===== config.mk =====
export PLATFORM = sky130hd
export DESIGN_NAME = sort_sequencer
export DESIGN_NICKNAME = d
export VERILOG_FILES = /design/src/rtl/sort_pkg.sv /design/src/rtl/sort_stats.sv /design/src/rtl/sort_sequencer.sv
export SDC_FILE = /design/constraint.sdc
export NUM_CORES = 1
export LEC_CHECK = 0
export BUFFER_PORTS_ARGS = -buffer_cell sky130_fd_sc_hd__buf_2
export CAP_MARGIN = 20
export CORE_MARGIN = 1
export CORE_UTILIZATION = 33
export CTS_BUF_LIST = sky130_fd_sc_hd__clkbuf_16
export CTS_CLUSTER_SIZE = 20
export DETAILED_ROUTE_END_ITERATION = 8
export SLEW_MARGIN = 10
export SYNTH_ARGS = -nofsm -noshare
export SYNTH_HDL_FRONTEND = slang
export SYNTH_SLANG_ARGS = --single-unit

===== constraint.sdc =====
create_clock -name clk -period 5.81 [get_ports clk]
set_input_delay 1.743 -clock clk [delete_from_list [all_inputs] [get_ports clk]]
set_output_delay 1.743 -clock clk [all_outputs]
set_load 0.01 [all_outputs]

===== src/rtl/sort_pkg.sv =====
//------------------------------------------------------------------------------
// sort_pkg : colour codes, FSM state encodings and helpers for the sort sequencer
// Revision : 1.0
//------------------------------------------------------------------------------
`default_nettype none

package sort_pkg;

    localparam logic [2:0] COL_RED     = 3'd0;
    localparam logic [2:0] COL_BLUE    = 3'd1;
    localparam logic [2:0] COL_GREEN   = 3'd2;
    localparam logic [2:0] COL_YELLOW  = 3'd3;
    localparam logic [2:0] COL_UNKNOWN = 3'd4;
    localparam int         NUM_COLOURS = 5;

    typedef logic [2:0] state_t;
    localparam state_t IDLE    = 3'd0;
    localparam state_t SETTLE  = 3'd1;
    localparam state_t MEASURE = 3'd2;
    localparam state_t ROUTE   = 3'd3;
    localparam state_t RELEASE = 3'd4;

    // Codes 5..7 carry no colour meaning and are folded into unknown.
    function automatic logic [2:0] sanitise_code(input logic [2:0] c);
        return (c > COL_UNKNOWN) ? COL_UNKNOWN : c;
    endfunction

    function automatic int max3(input int a, input int b, input int c);
        int m;
        m = (a > b) ? a : b;
        return (m > c) ? m : c;
    endfunction

endpackage

`default_nettype wire


===== src/rtl/sort_stats.sv =====
//------------------------------------------------------------------------------
// sort_stats : total and per-colour item counters (saturating with SORT_SAT_COUNT_EN)
// Revision   : 1.0
//------------------------------------------------------------------------------
`default_nettype none

module sort_stats
    import sort_pkg::*;
#(
    parameter int CNT_W = 8
) (
    input  logic                         clk,
    input  logic                         rst_n,
    input  logic                         inc,
    input  logic [2:0]                   colour,
    output logic [CNT_W-1:0]             total_count,
    output logic [NUM_COLOURS*CNT_W-1:0] count_flat
);

    logic [CNT_W-1:0] total_q, total_d;
    logic [CNT_W-1:0] col_q [NUM_COLOURS];
    logic [CNT_W-1:0] col_d [NUM_COLOURS];

    function automatic logic [CNT_W-1:0] bump(input logic [CNT_W-1:0] v);
`ifdef SORT_SAT_COUNT_EN
        return (&v) ? v : v + CNT_W'(1);
`else
        return v + CNT_W'(1);
`endif
    endfunction

    always_comb begin
        total_d = total_q;
        for (int k = 0; k < NUM_COLOURS; k++) begin
            col_d[k] = col_q[k];
            if (inc && (colour == 3'(k))) begin
                col_d[k] = bump(col_q[k]);
            end
        end
        if (inc) begin
            total_d = bump(total_q);
        end
    end

    always_ff @(posedge clk) begin
        if (!rst_n) begin
            total_q <= '0;
            for (int k = 0; k < NUM_COLOURS; k++) begin
                col_q[k] <= '0;
            end
        end else begin
            total_q <= total_d;
            for (int k = 0; k < NUM_COLOURS; k++) begin
                col_q[k] <= col_d[k];
            end
        end
    end

    assign total_count = total_q;

    for (genvar k = 0; k < NUM_COLOURS; k++) begin : g_col
        assign count_flat[k*CNT_W +: CNT_W] = col_q[k];
    end

endmodule

`default_nettype wire


===== src/rtl/sort_sequencer.sv =====
//------------------------------------------------------------------------------
// sort_sequencer : settle / measure / route / release scheduler for one item.
// Optional macro SORT_SAT_COUNT_EN makes the statistics counters saturate.
// Revision       : 1.0
//------------------------------------------------------------------------------
`default_nettype none

module sort_sequencer
    import sort_pkg::*;
#(
    parameter int SETTLE_CYCLES  = 1000,
    parameter int TIMEOUT_CYCLES = 4000000,
    parameter int GATE_CYCLES    = 500000,
    parameter int CNT_W          = 8
) (
    input  logic                         clk,
    input  logic                         rst_n,
    input  logic                         item_present,
    input  logic                         color_done,
    input  logic [2:0]                   color_code,
    output logic                         color_run,
    output logic [2:0]                   bin_sel,
    output logic                         gate_open,
    output logic                         busy,
    output logic                         timeout_err,
    output logic [CNT_W-1:0]             total_count,
    output logic [NUM_COLOURS*CNT_W-1:0] count_flat
);

    localparam int MAX_CYC = max3(SETTLE_CYCLES, TIMEOUT_CYCLES, GATE_CYCLES);
    localparam int TMR_W   = (MAX_CYC > 1) ? $clog2(MAX_CYC) : 1;

    localparam logic [TMR_W-1:0] SETTLE_LAST  = TMR_W'(SETTLE_CYCLES - 1);
    localparam logic [TMR_W-1:0] TIMEOUT_LAST = TMR_W'(TIMEOUT_CYCLES - 1);
    localparam logic [TMR_W-1:0] GATE_LAST    = TMR_W'(GATE_CYCLES - 1);

    logic [1:0]       sync_q, sync_d;
    state_t           state_q, state_d;
    logic [TMR_W-1:0] timer_q, timer_d;
    logic [2:0]       code_q, code_d;
    logic             terr_q, terr_d;
    logic             stats_inc;
    logic             item_s;

    assign item_s = sync_q[1];

    always_comb begin
        sync_d    = {sync_q[0], item_present};
        state_d   = state_q;
        timer_d   = timer_q + TMR_W'(1);
        code_d    = code_q;
        terr_d    = terr_q;
        stats_inc = 1'b0;
        case (state_q)
            IDLE: begin
                timer_d = '0;
                if (item_s) begin
                    state_d = SETTLE;
                end
            end
            SETTLE: begin
                if (!item_s) begin
                    state_d = IDLE;
                    timer_d = '0;
                end else if (timer_q == SETTLE_LAST) begin
                    state_d = MEASURE;
                    timer_d = '0;
                end
            end
            MEASURE: begin
                // A done arriving on the timeout cycle still counts as a result.
                if (color_done) begin
                    code_d  = sanitise_code(color_code);
                    state_d = ROUTE;
                    timer_d = '0;
                end else if (timer_q == TIMEOUT_LAST) begin
                    terr_d  = 1'b1;
                    code_d  = COL_UNKNOWN;
                    state_d = ROUTE;
                    timer_d = '0;
                end
            end
            ROUTE: begin
                if (timer_q == GATE_LAST) begin
                    stats_inc = 1'b1;
                    state_d   = RELEASE;
                    timer_d   = '0;
                end
            end
            RELEASE: begin
                timer_d = '0;
                if (!item_s && !color_done) begin
                    state_d = IDLE;
                end
            end
            default: begin
                state_d = IDLE;
                timer_d = '0;
            end
        endcase
    end

    always_ff @(posedge clk) begin
        if (!rst_n) begin
            sync_q  <= '0;
            state_q <= IDLE;
            timer_q <= '0;
            code_q  <= '0;
            terr_q  <= 1'b0;
        end else begin
            sync_q  <= sync_d;
            state_q <= state_d;
            timer_q <= timer_d;
            code_q  <= code_d;
            terr_q  <= terr_d;
        end
    end

    assign color_run   = (state_q == MEASURE);
    assign gate_open   = (state_q == ROUTE);
    assign busy        = (state_q != IDLE);
    assign bin_sel     = code_q;
    assign timeout_err = terr_q;

    sort_stats #(
        .CNT_W(CNT_W)
    ) u_stats (
        .clk        (clk),
        .rst_n      (rst_n),
        .inc        (stats_inc),
        .colour     (code_q),
        .total_count(total_count),
        .count_flat (count_flat)
    );

endmodule

`default_nettype wire


## After elaboration in Yosys (flattened, before gate mapping)

Memories as Yosys holds them, arrays and structs flattened.
Cells that the tools add are included.

- Memories kept: 1
- Input port bits: 7
- Flip-flop bits (word level): 39
- RAM bits: 40
- Output and inout port bits: 55

- Add/sub/neg operators: 7
- Order comparisons: 1
- Muxes and demuxes: 31
- Reduce and logical (&&, ||, !) cells: 15
- Bitwise gates (word level): 6
- Equality and inequality tests: 16

Memory list:

| memory | words | bits a word | rd ports | clocked after memory_dff | wr ports | line | text |
|---|---|---|---|---|---|---|---|
| u_stats.col_q | 5 | 8 | 5 | 0 | 5 | sort_stats.sv:21 | `logic [CNT_W-1:0] col_q [NUM_COLOURS];` |

Operator list:

| cell | number |
|---|---|
| $mux W22 | 5 |
| $mux W8 | 10 |
| $pmux W22 S3 | 1 |
| $add A8 B1 Y8 const B | 6 |
| $mux W3 | 10 |
| $add A22 B1 Y22 const B | 1 |
| $eq A22 B10 Y1 const B | 1 |
| $eq A22 B19 Y1 const B | 1 |
| $eq A22 B22 Y1 const B | 1 |
| $pmux W3 S5 | 1 |
| $eq A3 B2 Y1 const B | 4 |
| $eq A3 B1 Y1 const B | 2 |
| $eq A3 B3 Y1 const B | 2 |
| $logic_and A1 B1 Y1 | 6 |
| $logic_not A3 Y1 | 2 |
| $or A1 B1 Y1 | 5 |
| $reduce_and A5 Y1 | 1 |
| $mux W1 | 4 |
| $ne A2 B2 Y1 const B | 2 |
| $gt A3 B3 Y1 const B | 1 |
| $ne A3 B2 Y1 const B | 1 |
| $ne A3 B3 Y1 const B | 1 |
| $reduce_and A3 Y1 | 1 |
| $reduce_bool A3 Y1 | 1 |
| other kinds (5) | 6 |

## Depth between registers and ports, before layout

- Word-level depth: 6
- Gate-level depth with buffers: 8
- Depth with buffers taken out: 6

## By module

Synthesis repeated with hierarchy kept, for this count alone.

- Cells, all modules: 421
- Area, all modules: 3787.4 um^2

Modules (own cells, without submodules):

| module | cells each | seq. area each (um^2) | area an instance (um^2) | instances |
|---|---|---|---|---|
| sort_stats | 246 | 960.9 | 2182.1 | 1 |
| sort_sequencer | 175 | 620.6 | 1605.3 | 1 |

## Worst setup path before layout

OpenSTA, ideal clock, no wires.

- Kind: input to register
- From: in rst_n
- To: mem u_stats.col_q[1][5], in the netlist u_stats.col_q[0][13]
- Required time: 5709 ps
- Slack: 3222 ps
- Arrival: 2487 ps
- Cell stages on the path: 4
- Path buffers: 2
- Cell sequence: clkbuf_1 > clkbuf_1 > o311ai_1 > o41ai_1

RTL lines:

| element | line | text |
|---|---|---|
| from (decl) | sort_sequencer.sv:17 | `input logic rst_n,` |
| to (decl) | sort_stats.sv:21 |  |

## Worst setup path in the final report

- From: reg state_q[0]
- To: out gate_open

- Cells in the longest elaborated chain, start to end: 1

RTL lines:

| element | line | text |
|---|---|---|
| from (decl) | sort_sequencer.sv:38 | `state_t state_q, state_d;` |
| from (signal assigned) | sort_sequencer.sv:112 | `state_q <= state_d;` |
| $eq A3 B2 Y1 | sort_sequencer.sv:120 | `assign gate_open = (state_q == ROUTE);` |
| to (decl) | sort_sequencer.sv:23 | `output logic gate_open,` |

Every way passes these cells.

==> metrics.log <==
[metrics] total negative slack for setup checks: 0 ps
[metrics] mean post-synth cell area: 8.64 um2
[metrics] met2 global-route usage: around 25%
[metrics] FF-to-FF path depth: 5
[metrics] first-pass GRT wire length: between 10 and 15 mm
[metrics] number of search-and-repair iterations in the first detailed-routing pass: 4
[metrics] end of the worst register-to-register path: u_stats.col_q[0][14]$_SDFFE_PN0P_
[metrics] final-stage net count: approximately 510
[metrics] Post-synth top flop: sky130_fd_sc_hd__dfxtp_1
[metrics] initial core utilization: between 30% and 40%
[metrics] Placed Area: between 4000 and 5000 um2
[metrics] fraction of final layout cells with drive strength greater than 1: between 20% and 30%
[metrics] core occupancy in the finished layout: between 40% and 50%
[metrics] pin count of the biggest net entering global routing: 40
[metrics] count of hold buffers inserted by post-cts repair: 0
[metrics] relative max-transition margin: between 50% and 60%
[metrics] Remaining Overflow, GRT: 0
[metrics] Post-Route WL: 8.61 mm
[metrics] via count: about 3300
[metrics] final antenna diode count: 0
[metrics] critical-path maximum fanout: 12
[metrics] Mapped Nets: around 460
[metrics] type of destination of the critical path: output port
[metrics] async set or reset register ratio after synthesis: 0%
[metrics] count of state elements after synthesis: 79
[metrics] post-DR vias/cell: 5.18
[metrics] H-tree depth: 3
[metrics] pwr dens: about 250 nW/um2
[metrics] highest-count cells in the layout ignoring fill and taps: 79 x sky130_fd_sc_hd__dfxtp_1, 61 x sky130_fd_sc_hd__buf_2, 43 x sky130_fd_sc_hd__nand2_1, 32 x sky130_fd_sc_hd__nor2_1, 26 x sky130_fd_sc_hd__a21oi_1
[metrics] worst voltage drop across the vdd grid: about 0.00013 V
[metrics] layout overhead on the synthesized area: 18.5%
[metrics] number of antenna violations at the first check in global routing: 0
[metrics] number of standard cells after synthesis: approximately 440
[metrics] CTS tree: built
[metrics] most common library cell in the layout ignoring fill and taps: sky130_fd_sc_hd__dfxtp_1
[metrics] GR Util All Layers: ~15%
[metrics] sequential share of the synthesized area: 41.4%
[metrics] Fin. Hold Viols: 0
[metrics] measured slew at the worst slew-check pin: approximately 700 ps
[metrics] number of buffers added on ports: 61
[metrics] dpl hpwl: 6.16 mm
[metrics] met3 usage in global routing: under 10%
[metrics] Most Used Layer, Global Route: met2
[metrics] remaining design rule violation count: 0
[metrics] number of setup buffers added after CTS: 0
[metrics] num ports: between 60 and 70
[metrics] Critical path origin: state_q[0]$_SDFFE_PN0P_
[metrics] clock net sink count: 79
[metrics] final setup vio count: 0
[metrics] number of enable flip-flop cells after synthesis: 0
[metrics] f_max: roughly 310 MHz
[metrics] clk buf depth: 2
[metrics] clock insertion delay at the later pin of the skew report: between 300 and 400 ps
[metrics] launching point of the worst reg2reg path: timer_q[11]$_SDFF_PN0_
[metrics] final instance area: about 4500 um2
[metrics] floorplan core area: between 10000 and 15000 um2
[metrics] count of instances resized after the clock tree is built: 0
[metrics] data arrival at the endpoint of the critical path: ~1400 ps
[metrics] num rows: 38
[metrics] Cell variety after synth: 49
[metrics] detail-routed net length per standard cell: around 13 um
[metrics] via count of the first global-routing pass: ~3100
[metrics] type of origin of the critical path: register
[metrics] final estimated routing congestion in global placement: a little under 0.8
[metrics] Initial DRC Count: between 200 and 250
[metrics] end point of the most critical hold path: sync_q[1]$_SDFF_PN0_
[metrics] max-slew violation total from the final report: 0
[metrics] data required time at the worst endpoint: between 4000 and 5000 ps
[metrics] run status: completed
[metrics] clock-pin slew on the worst setup and hold paths: around 60 ps
[metrics] Antenna Nets Post-Route: 0
[metrics] Horiz. Die Dim: ~110 um
[metrics] CP Class: register to output port
[metrics] GR Util met1: between 10% and 20%
[metrics] launch point of the worst hold path: sync_q[0]$_SDFF_PN0_
[metrics] Synth Cell Area: between 3000 and 4000 um2
[metrics] die footprint: between 10000 and 15000 um2
[metrics] clock buffer count from CTS: 9
[metrics] Tightest Hold Check Type: register to register
[metrics] maximum capacitance violations: 0
[metrics] Filler Cell Count: roughly 1100
[metrics] final period utilization: around 55%
[metrics] reg2reg setup slack: slightly below 3000 ps
[metrics] Die Height: 110 um
[metrics] worst-case clock skew: around 6.1 ps
[metrics] hold path depth: 1
[metrics] synth warn: 0
[metrics] min Tclk post-route: between 3000 and 4000 ps
[metrics] leakage power of the design: roughly 1.7 nW
[metrics] setup repair after global routing missed its margin: false
[metrics] root buf cell: sky130_fd_sc_hd__clkbuf_16
-- critical path: stages, from the launching register on --
cell and delay [ps]:
sky130_fd_sc_hd__dfxtp_1 440, sky130_fd_sc_hd__and3b_1 450, sky130_fd_sc_hd__buf_2 210
-- per-layer routing --
layer  up-vias  part of all wire [%]  routed length [um]
li1       1704                     -                   -
met2        64                    48                4140
met4         0                   1.5                 131
met5         -                     0                   0
met1      1555                    46                4000
met3        12                   3.9                 334
-- sequential cells by signal, summed over array words and instances (netlist names) --
signal / cells
timeout_err: 1
state_q: 3
sync_q: 2
u_stats.col_q: 40
u_stats.total_count: 8
bin_sel: 3
timer_q: 22
-- cells in the mapped netlist, types with 5 or more instances --
cell,number,area [um2]
sky130_fd_sc_hd__dfxtp_1,79,1580
sky130_fd_sc_hd__nand2_1,43,161
sky130_fd_sc_hd__nor2_1,32,120
sky130_fd_sc_hd__a21oi_1,26,130
sky130_fd_sc_hd__nand3_1,22,110
sky130_fd_sc_hd__xnor2_1,22,193
sky130_fd_sc_hd__nand4_1,20,125
sky130_fd_sc_hd__nor2_2,20,125
sky130_fd_sc_hd__or3_1,14,87.6
sky130_fd_sc_hd__o21ai_1,13,65.1
sky130_fd_sc_hd__clkbuf_1,11,41.3
sky130_fd_sc_hd__inv_1,11,41.3
sky130_fd_sc_hd__nor3_1,11,55.1
sky130_fd_sc_hd__xor2_1,10,87.6
sky130_fd_sc_hd__nor4_1,9,56.3
sky130_fd_sc_hd__o21ai_0,9,45.0
sky130_fd_sc_hd__ha_1,7,87.6
sky130_fd_sc_hd__and3_1,6,37.5
sky130_fd_sc_hd__nand2b_1,6,37.5
sky130_fd_sc_hd__nor3b_1,6,45.0
sky130_fd_sc_hd__mux2i_1,5,50.1
sky130_fd_sc_hd__nand3b_1,5,37.5
-- how the worst max path moves through the flow --
| stage | to | slack, ps | depth (start not counted) |
|---|---|---|---|
| CTS | gate_open | 2630 | 2 |
| finish | gate_open | 2630 | 2 |
| global placement | timer_q[10]$_SDFF_PN0_ | 2660 | 6 |
| global route | gate_open | 2540 | 2 |
| detailed placement | timer_q[8]$_SDFF_PN0_ | 2590 | 6 |
| floorplan | u_stats.col_q[0][13]$_SDFFE_PN0P_ | 3220 | 4 |
-- kinds of logic after synthesis --
| kind of cell | count (synthesis) | synth area share, % |
|---|---|---|
| xor gates and xnor gates | 32 | 7.34 |
| muxes | 5 | 1.31 |
| and+or+nand+nor | 219 | 31.7 |
| adders and majority gates | 7 | 2.29 |
| buffers and inverters | 28 | 3.74 |
| DFF | 79 | 41.4 |
| AOI/OAI and AO/OA | 72 | 12.2 |
-- per-stage QoR --
stage               power, mW  hold slack (ps)  setup slack (ps)  instances
floorplan               0.565              412              3220        442
CTS                      1.17              460              2630        644
finish                   1.15              455              2630        644
detailed placement      0.571              435              2590        628
global route             1.19              501              2540        644
global placement        0.571              419              2660        628
-- cell type report --
| class | instances | area [um2] | share of cell area, % |
|---|---|---|---|
| Clock buffer | 9 | 225 | 4.98 |
| Multi-Input combinational cell | 335 | 2090 | 46.3 |
| Timing Repair Buffer | 63 | 320 | 7.08 |
| Clock inverter | 7 | 86.3 | 1.91 |
| Tap cell | 140 | 175 | 3.87 |
| Sequential cell | 79 | 1580 | 35.0 |
| Inverter | 11 | 41.3 | 0.913 |
-- where the power goes --
| group | total, mW | internal [mW] | switching (mW) |
|---|---|---|---|
| combinational | 0.0160 | 0.00454 | 0.0115 |
| clock | 0.592 | 0.373 | 0.219 |
| sequential | 0.543 | 0.543 | 0.000646 |
(Power assumes the default switching activity.)
